--- src/rtl/rsa_pkg.sv ---
// rsa_pkg: shared FSM state encoding, default operand width and bus-width helper.
// Latency: n/a (declarations only).
// Backpressure: n/a.
package rsa_pkg;

    // Half operand width; every data/key bus is twice this.
    localparam int RSA_WIDTH = 32;

    // Sequencer states.
    typedef enum logic [1:0] {
        ST_IDLE = 2'd0,
        ST_LOAD = 2'd1,
        ST_RUN  = 2'd2,
        ST_OUT  = 2'd3
    } state_t;

    // Full data/key bus width for a given half width.
    function automatic int bus_w(input int w);
        return 2 * w;
    endfunction

endpackage

--- src/rtl/rsa_exp_ctrl.sv ---
// rsa_exp_ctrl: holds the RSA key, range-checks a message, loads/runs the modexp core, returns the result.
// Latency: accept -> 1 LOAD cycle -> k+1 RUN cycles -> res_valid; range errors present res_valid the cycle after accept.
// Backpressure: msg_ready only in IDLE; result held in OUT until res_ready. Optional watchdog via RSA_EXP_TIMEOUT_EN.
module rsa_exp_ctrl
    import rsa_pkg::*;
#(
    parameter int WIDTH       = RSA_WIDTH,
    parameter int CNT_W       = 16,
    parameter int TIMEOUT_CYC = 4*WIDTH+8
) (
    input  logic                 clk,
    input  logic                 reset_n,
    input  logic                 key_load,
    input  logic [2*WIDTH-1:0]   key_modulo,
    input  logic [2*WIDTH-1:0]   key_exponent,
    output logic                 key_busy,
    input  logic                 msg_valid,
    output logic                 msg_ready,
    input  logic [2*WIDTH-1:0]   msg_data,
    output logic [2*WIDTH-1:0]   exp_base,
    output logic [2*WIDTH-1:0]   exp_modulo,
    output logic [2*WIDTH-1:0]   exp_exponent,
    output logic                 exp_done,
    input  logic                 exp_finish,
    input  logic [2*WIDTH-1:0]   exp_result,
    output logic                 res_valid,
    input  logic                 res_ready,
    output logic [2*WIDTH-1:0]   res_data,
    output logic                 res_err,
    output logic [CNT_W-1:0]     op_count
);

    localparam int DW = bus_w(WIDTH);

    state_t          state;
    state_t          state_nx;
    logic [DW-1:0]   key_mod_reg;
    logic [DW-1:0]   key_exp_reg;
    logic [DW-1:0]   base_reg;
    logic            accept;
    logic            range_err;
    logic            tmo_hit;

    // A modulus below 2 has no valid residues; a message must be strictly below n.
    assign range_err = (key_mod_reg < DW'(2)) || (msg_data >= key_mod_reg);

    // The core reads the key straight from the holding registers.
    assign exp_modulo   = key_mod_reg;
    assign exp_exponent = key_exp_reg;
    assign exp_base     = base_reg;

`ifdef RSA_EXP_TIMEOUT_EN
    localparam int TW = $clog2(TIMEOUT_CYC + 1);
    logic [TW-1:0] tmo_cnt;

    // Counts RUN cycles; cleared in every other state so each operation starts fresh.
    always_ff @(posedge clk or negedge reset_n) begin
        if (!reset_n) begin
            tmo_cnt <= '0;
        end else if (state == ST_RUN) begin
            tmo_cnt <= tmo_cnt + TW'(1);
        end else begin
            tmo_cnt <= '0;
        end
    end

    assign tmo_hit = (tmo_cnt == TW'(TIMEOUT_CYC - 1));
`else
    assign tmo_hit = 1'b0;
`endif

    // State register.
    always_ff @(posedge clk or negedge reset_n) begin
        if (!reset_n) begin
            state <= ST_IDLE;
        end else begin
            state <= state_nx;
        end
    end

    // Next-state and handshake outputs; a key_load in IDLE steals the cycle so the message sees the new key.
    always_comb begin
        state_nx  = state;
        msg_ready = 1'b0;
        key_busy  = 1'b1;
        exp_done  = 1'b0;
        res_valid = 1'b0;
        accept    = 1'b0;
        case (state)
            ST_IDLE: begin
                key_busy  = 1'b0;
                msg_ready = !key_load;
                accept    = msg_valid && !key_load;
                if (accept) begin
                    state_nx = range_err ? ST_OUT : ST_LOAD;
                end
            end
            ST_LOAD: begin
                state_nx = ST_RUN;
            end
            ST_RUN: begin
                exp_done = 1'b1;
                if (exp_finish || tmo_hit) begin
                    state_nx = ST_OUT;
                end
            end
            ST_OUT: begin
                res_valid = 1'b1;
                if (res_ready) begin
                    state_nx = ST_IDLE;
                end
            end
            default: state_nx = ST_IDLE;
        endcase
    end

    // Key capture is only honoured in IDLE so an operation never sees its key change.
    always_ff @(posedge clk or negedge reset_n) begin
        if (!reset_n) begin
            key_mod_reg <= '0;
            key_exp_reg <= '0;
        end else if (state == ST_IDLE && key_load) begin
            key_mod_reg <= key_modulo;
            key_exp_reg <= key_exponent;
        end
    end

    // Base register changes only on an accepted message, keeping it stable through LOAD and RUN.
    always_ff @(posedge clk or negedge reset_n) begin
        if (!reset_n) begin
            base_reg <= '0;
        end else if (accept) begin
            base_reg <= msg_data;
        end
    end

    // Result/status capture; untouched while OUT waits for res_ready.
    always_ff @(posedge clk or negedge reset_n) begin
        if (!reset_n) begin
            res_data <= '0;
            res_err  <= 1'b0;
            op_count <= '0;
        end else if (accept && range_err) begin
            res_data <= '0;
            res_err  <= 1'b1;
        end else if (state == ST_RUN && exp_finish) begin
            res_data <= exp_result;
            res_err  <= 1'b0;
            op_count <= op_count + CNT_W'(1);
        end else if (state == ST_RUN && tmo_hit) begin
            res_data <= '0;
            res_err  <= 1'b1;
        end
    end

endmodule

--- config.mk ---
export PLATFORM = sky130hd
export DESIGN_NAME = rsa_exp_ctrl
export DESIGN_NICKNAME = d
export VERILOG_FILES = /design/src/rtl/rsa_pkg.sv /design/src/rtl/rsa_exp_ctrl.sv
export SDC_FILE = /design/constraint.sdc
export NUM_CORES = 1
export LEC_CHECK = 0
export CAP_MARGIN = 20
export CORE_AREA = 3 3 208 210
export DETAILED_ROUTE_END_ITERATION = 8
export DIE_AREA = 0 0 211 213
export DONT_BUFFER_PORTS = 1
export GPL_TIMING_DRIVEN = 0
export PLACE_DENSITY = 0.45
export REMOVE_ABC_BUFFERS = 1
export SLEW_MARGIN = 20
export SYNTH_ARGS = -nofsm -noshare
export SYNTH_HDL_FRONTEND = slang
export SYNTH_SLANG_ARGS = --single-unit
--- constraint.sdc ---
create_clock -name clk -period 4.65 [get_ports clk]
set_input_delay 0.93 -clock clk [delete_from_list [all_inputs] [get_ports clk]]
set_output_delay 0.93 -clock clk [all_outputs]
set_load 0.02 [all_outputs]
-- Yosys cells after proc, flatten, opt, wreduce, memory -nomap -nowiden
Cells that the tools add are included.
W data, S select, Z words.
- output and inout bits: 277
- memories: 0
- bits in read-only memories: 0
- bits of input ports: 262
- latch bits: 0
- memory bits (writable): 0
- logic and storage cells: 41
- register bits: 275
- add/sub/neg operators: 1
- muxes and demuxes: 14
- $lt $le $gt $ge: 2
- reductions and logical operators: 10
- bitwise operators: 1
- shifts and indexed selects: 0
- equality and inequality tests: 6
- divide/modulo/power cells: 0
- $mul: 0
- operator list (cell ; number):
    $mux W64 ; 2
    $ge A64 B64 Y1 ; 1
    $lt A64 B2 Y1 const B ; 1
    $add A16 B1 Y16 const B ; 1
    $mux W2 ; 4
    $pmux W2 S4 ; 1
    $mux W1 ; 7
    $ne A2 B2 Y1 const B ; 3
    $eq A2 B2 Y1 const B ; 2
    $logic_and A1 B1 Y1 ; 4
    $reduce_and A3 Y1 ; 1
    $eq A2 B1 Y1 const B ; 1
    $logic_not A2 Y1 ; 1
    $reduce_and A2 Y1 ; 1
    $reduce_bool A2 Y1 ; 1
    $logic_not A1 Y1 ; 1
    $logic_or A1 B1 Y1 ; 1
    $not A1 Y1 ; 1

-- Depth between registers and ports, before layout
Gate-level depths: netlist of the first run.
- depth in word-level cells: 6
- mapped depth: 11
- depth with buffers taken out: 10

-- Worst setup path before layout of the first run
OpenSTA, ideal clock, no wires.
- path kind: input-to-reg
- from: input msg_data[0]
- to: register op_count[1]
- required time: 4525 ps
- library setup time: 125 ps
- stages on the path: 10
- path buffers: 0
- path slack: 1331 ps
- arrival: 3195 ps
- cell sequence: inv_1 -> ha_1 -> nand2b_1 -> a2111oi_2 -> o311ai_1 -> a2111o_1 -> a311oi_2 -> a21oi_2 -> nor2_1 -> mux2_2
- longest elaborated chain between the ends: 5
- ends and longest elaborated chain (element ; RTL line ; source):
    start, declared ; rsa_exp_ctrl.sv:19 ; input logic [2*WIDTH-1:0] msg_data,
    $ge A64 B64 Y1 ; rsa_exp_ctrl.sv:45 ; assign range_err = (key_mod_reg < DW'(2)) || (msg_data >= key_mod_reg);
    $logic_or A1 B1 Y1 ; rsa_exp_ctrl.sv:45 ;
    $logic_and A1 B1 Y1 ; rsa_exp_ctrl.sv:143 ; end else if (accept && range_err) begin
    $not A1 Y1 (no source line) ; -- ;
    $reduce_and A2 Y1 (no source line) ; -- ;
    end signal, assigned ; rsa_exp_ctrl.sv:149 ; op_count <= op_count + CNT_W'(1);
    end, declared ; rsa_exp_ctrl.sv:30 ; output logic [CNT_W-1:0] op_count
Every way passes these cells.
A chain may end at the register's enable or synchronous reset.

-- Worst setup path in the final report of the first run
- from: register key_mod_reg[0] (netlist: exp_modulo[0])
- to: register op_count[1]
- longest elaborated chain between the ends: 5
- elaborated cells between the ends (all ways): 6
- classes of those cells: order compare: 2; bitwise: 1; reduce/logical: 3
- ends and longest elaborated chain (element ; RTL line ; source):
    start, declared ; rsa_exp_ctrl.sv:37 ; logic [DW-1:0] key_mod_reg;
    start signal, assigned ; rsa_exp_ctrl.sv:123 ; key_mod_reg <= key_modulo;
    $lt A64 B2 Y1 / $ge A64 B64 Y1 (equally long branches) ; rsa_exp_ctrl.sv:45 ;
    $logic_or A1 B1 Y1 (*) ; rsa_exp_ctrl.sv:45 ;
    $logic_and A1 B1 Y1 (*) ; rsa_exp_ctrl.sv:143 ;
    $not A1 Y1 (no source line) (*) ; -- ;
    $reduce_and A2 Y1 (no source line) (*) ; -- ;
Every way passes the cells marked *; elsewhere a longest branch is shown, timed or not.

==> summary.txt, run 1 <==
Detailed routing
  – DRC Markers: 0
  – Vias: 7751
  – ANT nets after route: 0
  – Number of vias per cell: 4.92
  – DRT iter0 DRCs: 364
  – Routed wire length: 37300 µm
  – Drt pass-1 iters: 4
  – WL/cell: 23.7 µm

Placement
  – Routability-driven placement congestion ratio: 0.774
  – Placed Cells: 1523
  – Buffers on Ports: 0
  – HPWL after detailed placement: approximately 28000 µm

Clock tree
  – Root buf cell: clkbuf_16
  – Num CTS Buffers: 29
  – Worst-path clk slew: 60 ps
  – Worst skew pair latency: between 500 and 600 ps
  – CTS tree: yes
  – Clock buffer depth: 3
  – H-tree levels: 1
  – Sink Count: 275
  – PostCTS Resize Cnt: 0
  – Cts hold-fix bufs: 0
  – Setup Fix Bufs, Post-CTS: 0

Logic synthesis
  – Synth cell types: 48
  – Synthesis warning total: 0
  – Mapped cell area: 0.0123 mm²
  – Number of synthesized flops with an enable pin: 0
  – Primary FF master, synth: dfrtp_1
  – Post-synthesis sequential area ratio: 0.559
  – Largest family of logic cells by synthesized area: multiplexers
  – Post-synthesis simple-gate area fraction: 0.111
  – Xor and xnor area share after synthesis: 0.0107
  – Post-synthesis adder-cell area fraction: 0.0702
  – Syn Area/Cell: 12.1 µm²
  – Compound-Gate Fraction of Synth Area: 0.0336
  – Mux share of post-synthesis cell area: 0.176
  – Post-Synthesis Cells: 1020
  – Asr flop ratio synth: 1.00
  – #FFs+latches synth: ~280

Worst setup path
  – Setup Crit Path Kind: reg2reg
  – Worst setup SP type: flop
  – Reg-to-Reg Start: exp_modulo[0]
  – Worst Path Arrival: 4130 ps
  – Reg2reg setup slack: ~980 ps
  – RR Endpoint: op_count[1]
  – Crit end category: flop
  – CP Max Fanout: 21
  – CP Data Required Time: 5100 ps
  – R2R depth: 10

Final layout
  – Area growth syn-to-layout: 13.2%
  – Nets: 1346
  – Layout cells sized above 1: 0.249
  – Final non-filler cell total: around 1600

Floorplanning
  – DIE AREA: 0.0449 mm²
  – Die Y: 213 µm
  – Placeable Area: 0.0418 mm²
  – Die width: approximately 210 µm
  – Initial core utilization: 0.295
  – IO Pins: 539
  – # rows: 75

Global route
  – Initial antenna violation count: 1
  – Largest net degree at the start of global routing: 276
  – Total track usage: 0.156
  – Vias in the first global route: about 8000
  – Remaining Overflow, GRT: 0
  – First-pass GRT wire length: 53700 µm

Power and ir drop
  – Net Sw Frac: 0.433
  – Power Dens Cells: 805 mW/mm²
  – VDD IR max: 0.362 mV
  – Logic pwr share: 0.237
  – Clock power share: 0.206
  – Sw power: 4.86 mW
  – Leakage: 6.31 nW
  – Internal power: about 6.4 mW
  – Seq pwr share: 0.558

Timing
  – Min cycle time layout: between 3000 and 4000 ps
  – Hold_ws: 55.0 ps
  – Endpoints failing setup: 0
  – Setup TNS: 0 ps
  – RSZ-0062 raised after global routing: false
  – Final Max Slew Viols: 0
  – Skew final: 30.0 ps
  – Final Cycle Share: 0.790
  – Slew HR: 0.0945
  – Final-report hold violation count: 0
  – Fmax achieved: 272 MHz
  – Actual slew at the worst max-slew pin: ~1400 ps

Job
  – Max Cap Viol: 0

Worst hold path
  – HP Class: in2async

Run status
  – Status: finished clean
## registers in the layout, summed over array words and instances (netlist names)
| signal | cells |
|---|---|
| exp_base | 64 |
| exp_exponent | 64 |
| exp_modulo | 64 |
| res_data | 64 |
| op_count | 16 |
| state | 2 |
| res_err | 1 |
## metrics by stage
step / power (mW) / util / instance area [µm²] / setup slack (ps)
global placement: 9.06 / 0.306 / 12800 / -2620
detailed placement: 9.04 / 0.311 / 13000 / 425
floorplan: 7.97 / - / 12100 / -161
CTS: 11.4 / 0.334 / 13900 / 899
finish: 11.2 / 0.334 / 13900 / 976
global route: 11.9 / 0.334 / 13900 / 786
## worst max-delay path by stage
stage | endpoint | slack [ps] | startpoint | cells after the start
3_3_place_gp | op_count[1] | -2620 | msg_valid | 5
6_report | op_count[1] | 980 | exp_modulo[0] | 10
3_5_place_dp | op_count[1] | 420 | msg_data[0] | 11
5_1_grt | op_count[1] | 790 | exp_modulo[0] | 10
4_1_cts | op_count[1] | 900 | exp_modulo[0] | 10
2_1_floorplan | op_count[1] | -160 | key_load | 4
## per-layer routing
metal	vias to the layer above	global-route usage	routed length [µm]
met3	31	0.0674	4140
li1	3510	-	-
met2	351	0.276	18800
met4	2	0.0307	483
met5	-	0	20
met1	3857	0.177	13800
## logic make-up (layout without fill, tap and decap cells)
family,after synthesis,after routing
buffers and inverters,118,132
xor gates and xnor gates,15,15
and+or+nand+nor,290,290
AOI/OAI and AO/OA,61,61
DFF,275,275
muxes,192,192
other,0,1
adders and majority gates,69,69
## cells in the final DEF (no fill, tap or decap), drive strengths merged, types with 2 or more instances in the layout
cell	n
and4	3
clkbuf	46
o21ai	6
buf	7
a21o	11
o21a	2
nand3b	3
a31oi	3
a21oi	24
xor2	12
clkinv	2
nor2	142
nand4	14
mux2	192
and2	2
nand3	8
o211ai	2
nor4b	2
nor4	16
xnor2	3
nand2	20
ha	69
nor3b	2
dfrtp	275
nor3	71
inv	76
and3	2
## synthesized netlist by cell type, types with 6 or more instances
cell,instances,share of area
inv_1,75,0.023
clkbuf_1,33,0.010
a21oi_1,23,0.0094
nor4_1,16,0.0081
mux2_2,192,0.18
xor2_1,12,0.0085
o21ai_0,6,0.0024
nand4_1,14,0.0071
dfrtp_1,275,0.56
nand3_1,8,0.0033
buf_6,6,0.0055
nor2_1,142,0.043
ha_1,69,0.070
a21o_1,11,0.0067
nor3_1,67,0.027
nand2_1,20,0.0061
## worst max-delay path, cell delays in order (launching register included)
cell,delay (ps)
dfrtp_1,460
ha_1,300
nand2b_1,180
a2111oi_2,370
o311ai_1,170
a2111o_1,490
a311oi_2,550
a21oi_4,240
buf_16,230
nor2_1,190
mux2_2,370
## final cells by class
class / instances / area [µm²]
diodes: 1 / 2.50
clock buffers: 46 / 890
clock inverters: 4 / 48.8
fillers: 4196 / 27800
inverters: 75 / 282
multi-input cells: 627 / 4960
flip-flops and latches: 275 / 6880
well taps: 539 / 674
repair buffers: 7 / 193
## power groups by stage
stage	sequential (mW)	clock (mW)	combinational [mW]
floorplan	5.73	0	2.24
detailed placement	6.33	0	2.70
global route	6.41	2.46	3.05
global placement	6.34	0	2.72
finish	6.25	2.31	2.65
CTS	6.31	2.37	2.71
(Power assumes the default switching activity.)
==> run 2: changes to the inputs <==
==> constraint.sdc (replaced) <==
create_clock -name clk -period 3.65 [get_ports clk]
set_input_delay 0.73 -clock clk [delete_from_list [all_inputs] [get_ports clk]]
set_output_delay 0.73 -clock clk [all_outputs]
set_load 0.02 [all_outputs]
==> run 2 against run 1 <==
  * Sequential power is 28% higher
  * Non-clock buffer count is 1 higher
  * Largest cell class unchanged
  * Fmax is 5.4% higher
  * Flip-flop and latch count stayed put
  * Hold slack worse by 200 ps
  * Routed wire length is 0.23% lower
  * The flow now finishes with violations (hold timing)
  * Clock-buffer cell count stayed put
  * Register-to-register slack worse by 810 ps
  * First-iteration DRC count is 5.2% lower
  * Cell area is 0.16% higher
  * Cell count stayed put
  * Largest power group unchanged
==> summary.txt, run 2 (synthesis results as in run 1) <==
Timing
  – Final Cycle Share: 0.955 (was 0.790)
  – Hold_ws: -146 ps (was 55.0 ps)
  – Min cycle time layout: 3490 ps (was 3670 ps)
  – Endpoints failing setup: 0 (unchanged)
  – Skew final: 32.7 ps (was 30.0 ps)
  – Fmax achieved: 287 MHz (was 272 MHz)
  – Final-report hold violation count: 88 (was 0)
  – Actual slew at the worst max-slew pin: 1230 ps (was 1360 ps)
  – PnR worst setup slack: 164 ps (was 976 ps)
  – Final Max Slew Viols: 0 (unchanged)
  – Slew HR: 0.180 (was 0.0945)
  – Setup TNS: 0 ps (unchanged)

Power and ir drop
  – Total power: 14.3 mW (was 11.2 mW)
  – Leakage: 6.32 nW (was 6.31 nW)
  – Power Dens Cells: 1020 mW/mm² (was 805 mW/mm²)
  – VDD IR max: 0.459 mV (was 0.362 mV)

Final layout
  – Layout cells sized above 1: 0.250 (was 0.249)
  – Area of the multi-input gates: 0.00498 mm² (was 0.00496 mm²)
  – # fillers: 4198 (was 4196)
  – Final instance area: 0.0140 mm² (was 0.0139 mm²)
  – Nets: 1347 (was 1346)
  – Reg area: 0.00688 mm² (unchanged)
  – Most frequent cells in the layout: dfrtp_1, mux2_2, nor2_1, inv_1, ha_1 (unchanged)
  – Area growth syn-to-layout: 13.4% (was 13.2%)
  – Ant diodes: 0 (was 1)
  – Most common cell after layout, fill and taps aside: dfrtp_1 (unchanged)

Worst setup path
  – R2R depth: 10 (unchanged)
  – Crit end category: flop (unchanged)
  – RR Endpoint: op_count[1] (unchanged)
  – CP Data Required Time: 4110 ps (was 5100 ps)
  – Worst path top cell family by delay: simple AND/OR/NAND/NOR gates (was compound AO/OA/AOI/OAI gates)
  – CP cell instances: nor4_1, nand4_1, or4_1, o211ai_1, a311oi_4, buf_4, a21oi_4, buf_16, nor2_1, mux2_2 (was ha_1, nand2b_1, a2111oi_2, o311ai_1, a2111o_1, a311oi_2, a21oi_4, buf_16, nor2_1, mux2_2)
  – CP Max Fanout: 21 (unchanged)
  – Worst setup SP type: flop (unchanged)
  – Worst Path Buf+Inv: 2 (was 1)
  – Slowest cell on crit path: or4_1 (was a311oi_2)
  – Setup Crit Path Kind: reg2reg (unchanged)
  – Reg-to-Reg Start: exp_modulo[10] (was exp_modulo[0])
  – Crit path largest cell delay: 610 ps (was 550 ps)
  – Reg2reg setup slack: 160 ps (was 980 ps)
  – Worst Path Arrival: 3940 ps (was 4130 ps)

Clock tree
  – Clock buffer depth: 3 (unchanged)
  – Worst-path clk slew: 60 ps (about the same)
  – H-tree levels: 1 (unchanged)
  – Root buf cell: clkbuf_16 (unchanged)
  – CTS tree: yes (unchanged)
  – Num CTS Buffers: 29 (unchanged)
  – Worst skew pair latency: 570 ps (about the same)
  – Sink Count: 275 (unchanged)

Global route
  – Vias in the first global route: 8074 (was 8075)
  – Remaining Overflow, GRT: 0 (unchanged)
  – First-pass GRT wire length: 53700 µm (about the same)
  – Initial antenna violation count: 1 (unchanged)
  – Total track usage: 0.156 (about the same)
  – Largest net degree at the start of global routing: 276 (unchanged)

Detailed routing
  – WL/cell: 23.6 µm (was 23.7 µm)
  – Number of vias per cell: 4.91 (was 4.92)
  – DRC Markers: 0 (unchanged)
  – Vias: 7733 (was 7751)
  – DRT iter0 DRCs: 345 (was 364)
  – ANT nets after route: 0 (unchanged)
  – Routed wire length: 37200 µm (was 37300 µm)
  – Drt pass-1 iters: 4 (unchanged)

Run status
  – Failing checks: hold timing
  – Status: finished with violations (was finished clean)

Placement
  – HPWL after detailed placement: 28400 µm (unchanged)
  – Placed Area: 0.0130 mm² (unchanged)
  – Buffers on Ports: 0 (unchanged)
  – Routability-driven placement congestion ratio: 0.774 (unchanged)
  – Pre-CTS setup slack: -375 ps (was 425 ps)

Floorplanning
  – IO Pins: 539 (unchanged)
  – Die Y: 213 µm (unchanged)
  – Placeable Area: 0.0418 mm² (unchanged)
  – # rows: 75 (unchanged)
  – DIE AREA: 0.0449 mm² (unchanged)
  – Die width: 211 µm (unchanged)
  – Initial core utilization: 0.295 (unchanged)

Job
  – Max Cap Viol: 0 (unchanged)

Worst hold path
  – HP Class: in2async (unchanged)
run 2: cell types whose count changed in the layout (fill, tap and decap cells not counted):
| cell | before | now |
|---|---|---|
| nor4_1 | 16 | 15 |
| nor4_2 | 0 | 1 |
| buf_4 | 0 | 1 |
| diode_2 | 1 | 0 |
| a311oi_2 | 1 | 0 |
| a311oi_4 | 0 | 1 |
run 2: how the worst max path moves through the flow:
stage                        endpoint      startpoint  cells past startpoint  slack (ps)
after floorplan           op_count[1]        state[0]                      7       -1030
after global placement    op_count[1]        state[0]                      7       -3590
after detailed placement  op_count[1]     msg_data[0]                     11        -380
after CTS                 op_count[1]   exp_modulo[0]                     10          40
after global routing      op_count[1]   exp_modulo[0]                     11          -1
final                     op_count[1]  exp_modulo[10]                     10         160
run 2: cell type report:
class,count,area share
clock inverters,4,0.00350
clock buffers,46,0.0637
well taps,539,0.0483
multi-input cells,627,0.357
flip-flops and latches,275,0.493
inverters,75,0.0202
repair buffers,8,0.0143
run 2: where the power goes:
group          internal [mW]  total, mW  switching, mW
Combinational           1.85       3.40           1.55
Clock                   1.72       2.94           1.21
Sequential              4.54       7.97           3.43
run 2: per-layer routing:
layer  share of wire  global-route usage  up-vias
met1            0.37               0.177     3837
li1                -                   -     3512
met3            0.11              0.0674       29
met4           0.012              0.0307        2
met5         0.00054                   0        -
met2            0.50               0.276      353
run 2: repair_timing:
item | 4_1_cts | 5_1_grt
setup buffers | 0 | 1
setup endpoints to repair | 1 | 1
hold endpoints to repair | 275 | 275
resized for setup | 1 | 1
pin swaps | 0 | 1
run 2: metrics by stage:
| step | util | std cells |
|---|---|---|
| 2_1_floorplan | - | 977 |
| 3_3_place_gp | 0.306 | 1516 |
| 3_5_place_dp | 0.311 | 1523 |
| 4_1_cts | 0.334 | 1573 |
| 5_1_grt | 0.334 | 1574 |
| 6_report | 0.334 | 1574 |
==> run 3: changes to the inputs <==
--- a/config.mk
+++ b/config.mk
@@ -7,6 +7,7 @@
 export LEC_CHECK = 0
 export CAP_MARGIN = 20
 export CORE_AREA = 3 3 208 210
+export CTS_CLUSTER_DIAMETER = 100
 export DETAILED_ROUTE_END_ITERATION = 8
 export DIE_AREA = 0 0 211 213
 export DONT_BUFFER_PORTS = 1
==> results of run 3 <==
Final layout, timing and power as in run 2 (identical DEF).
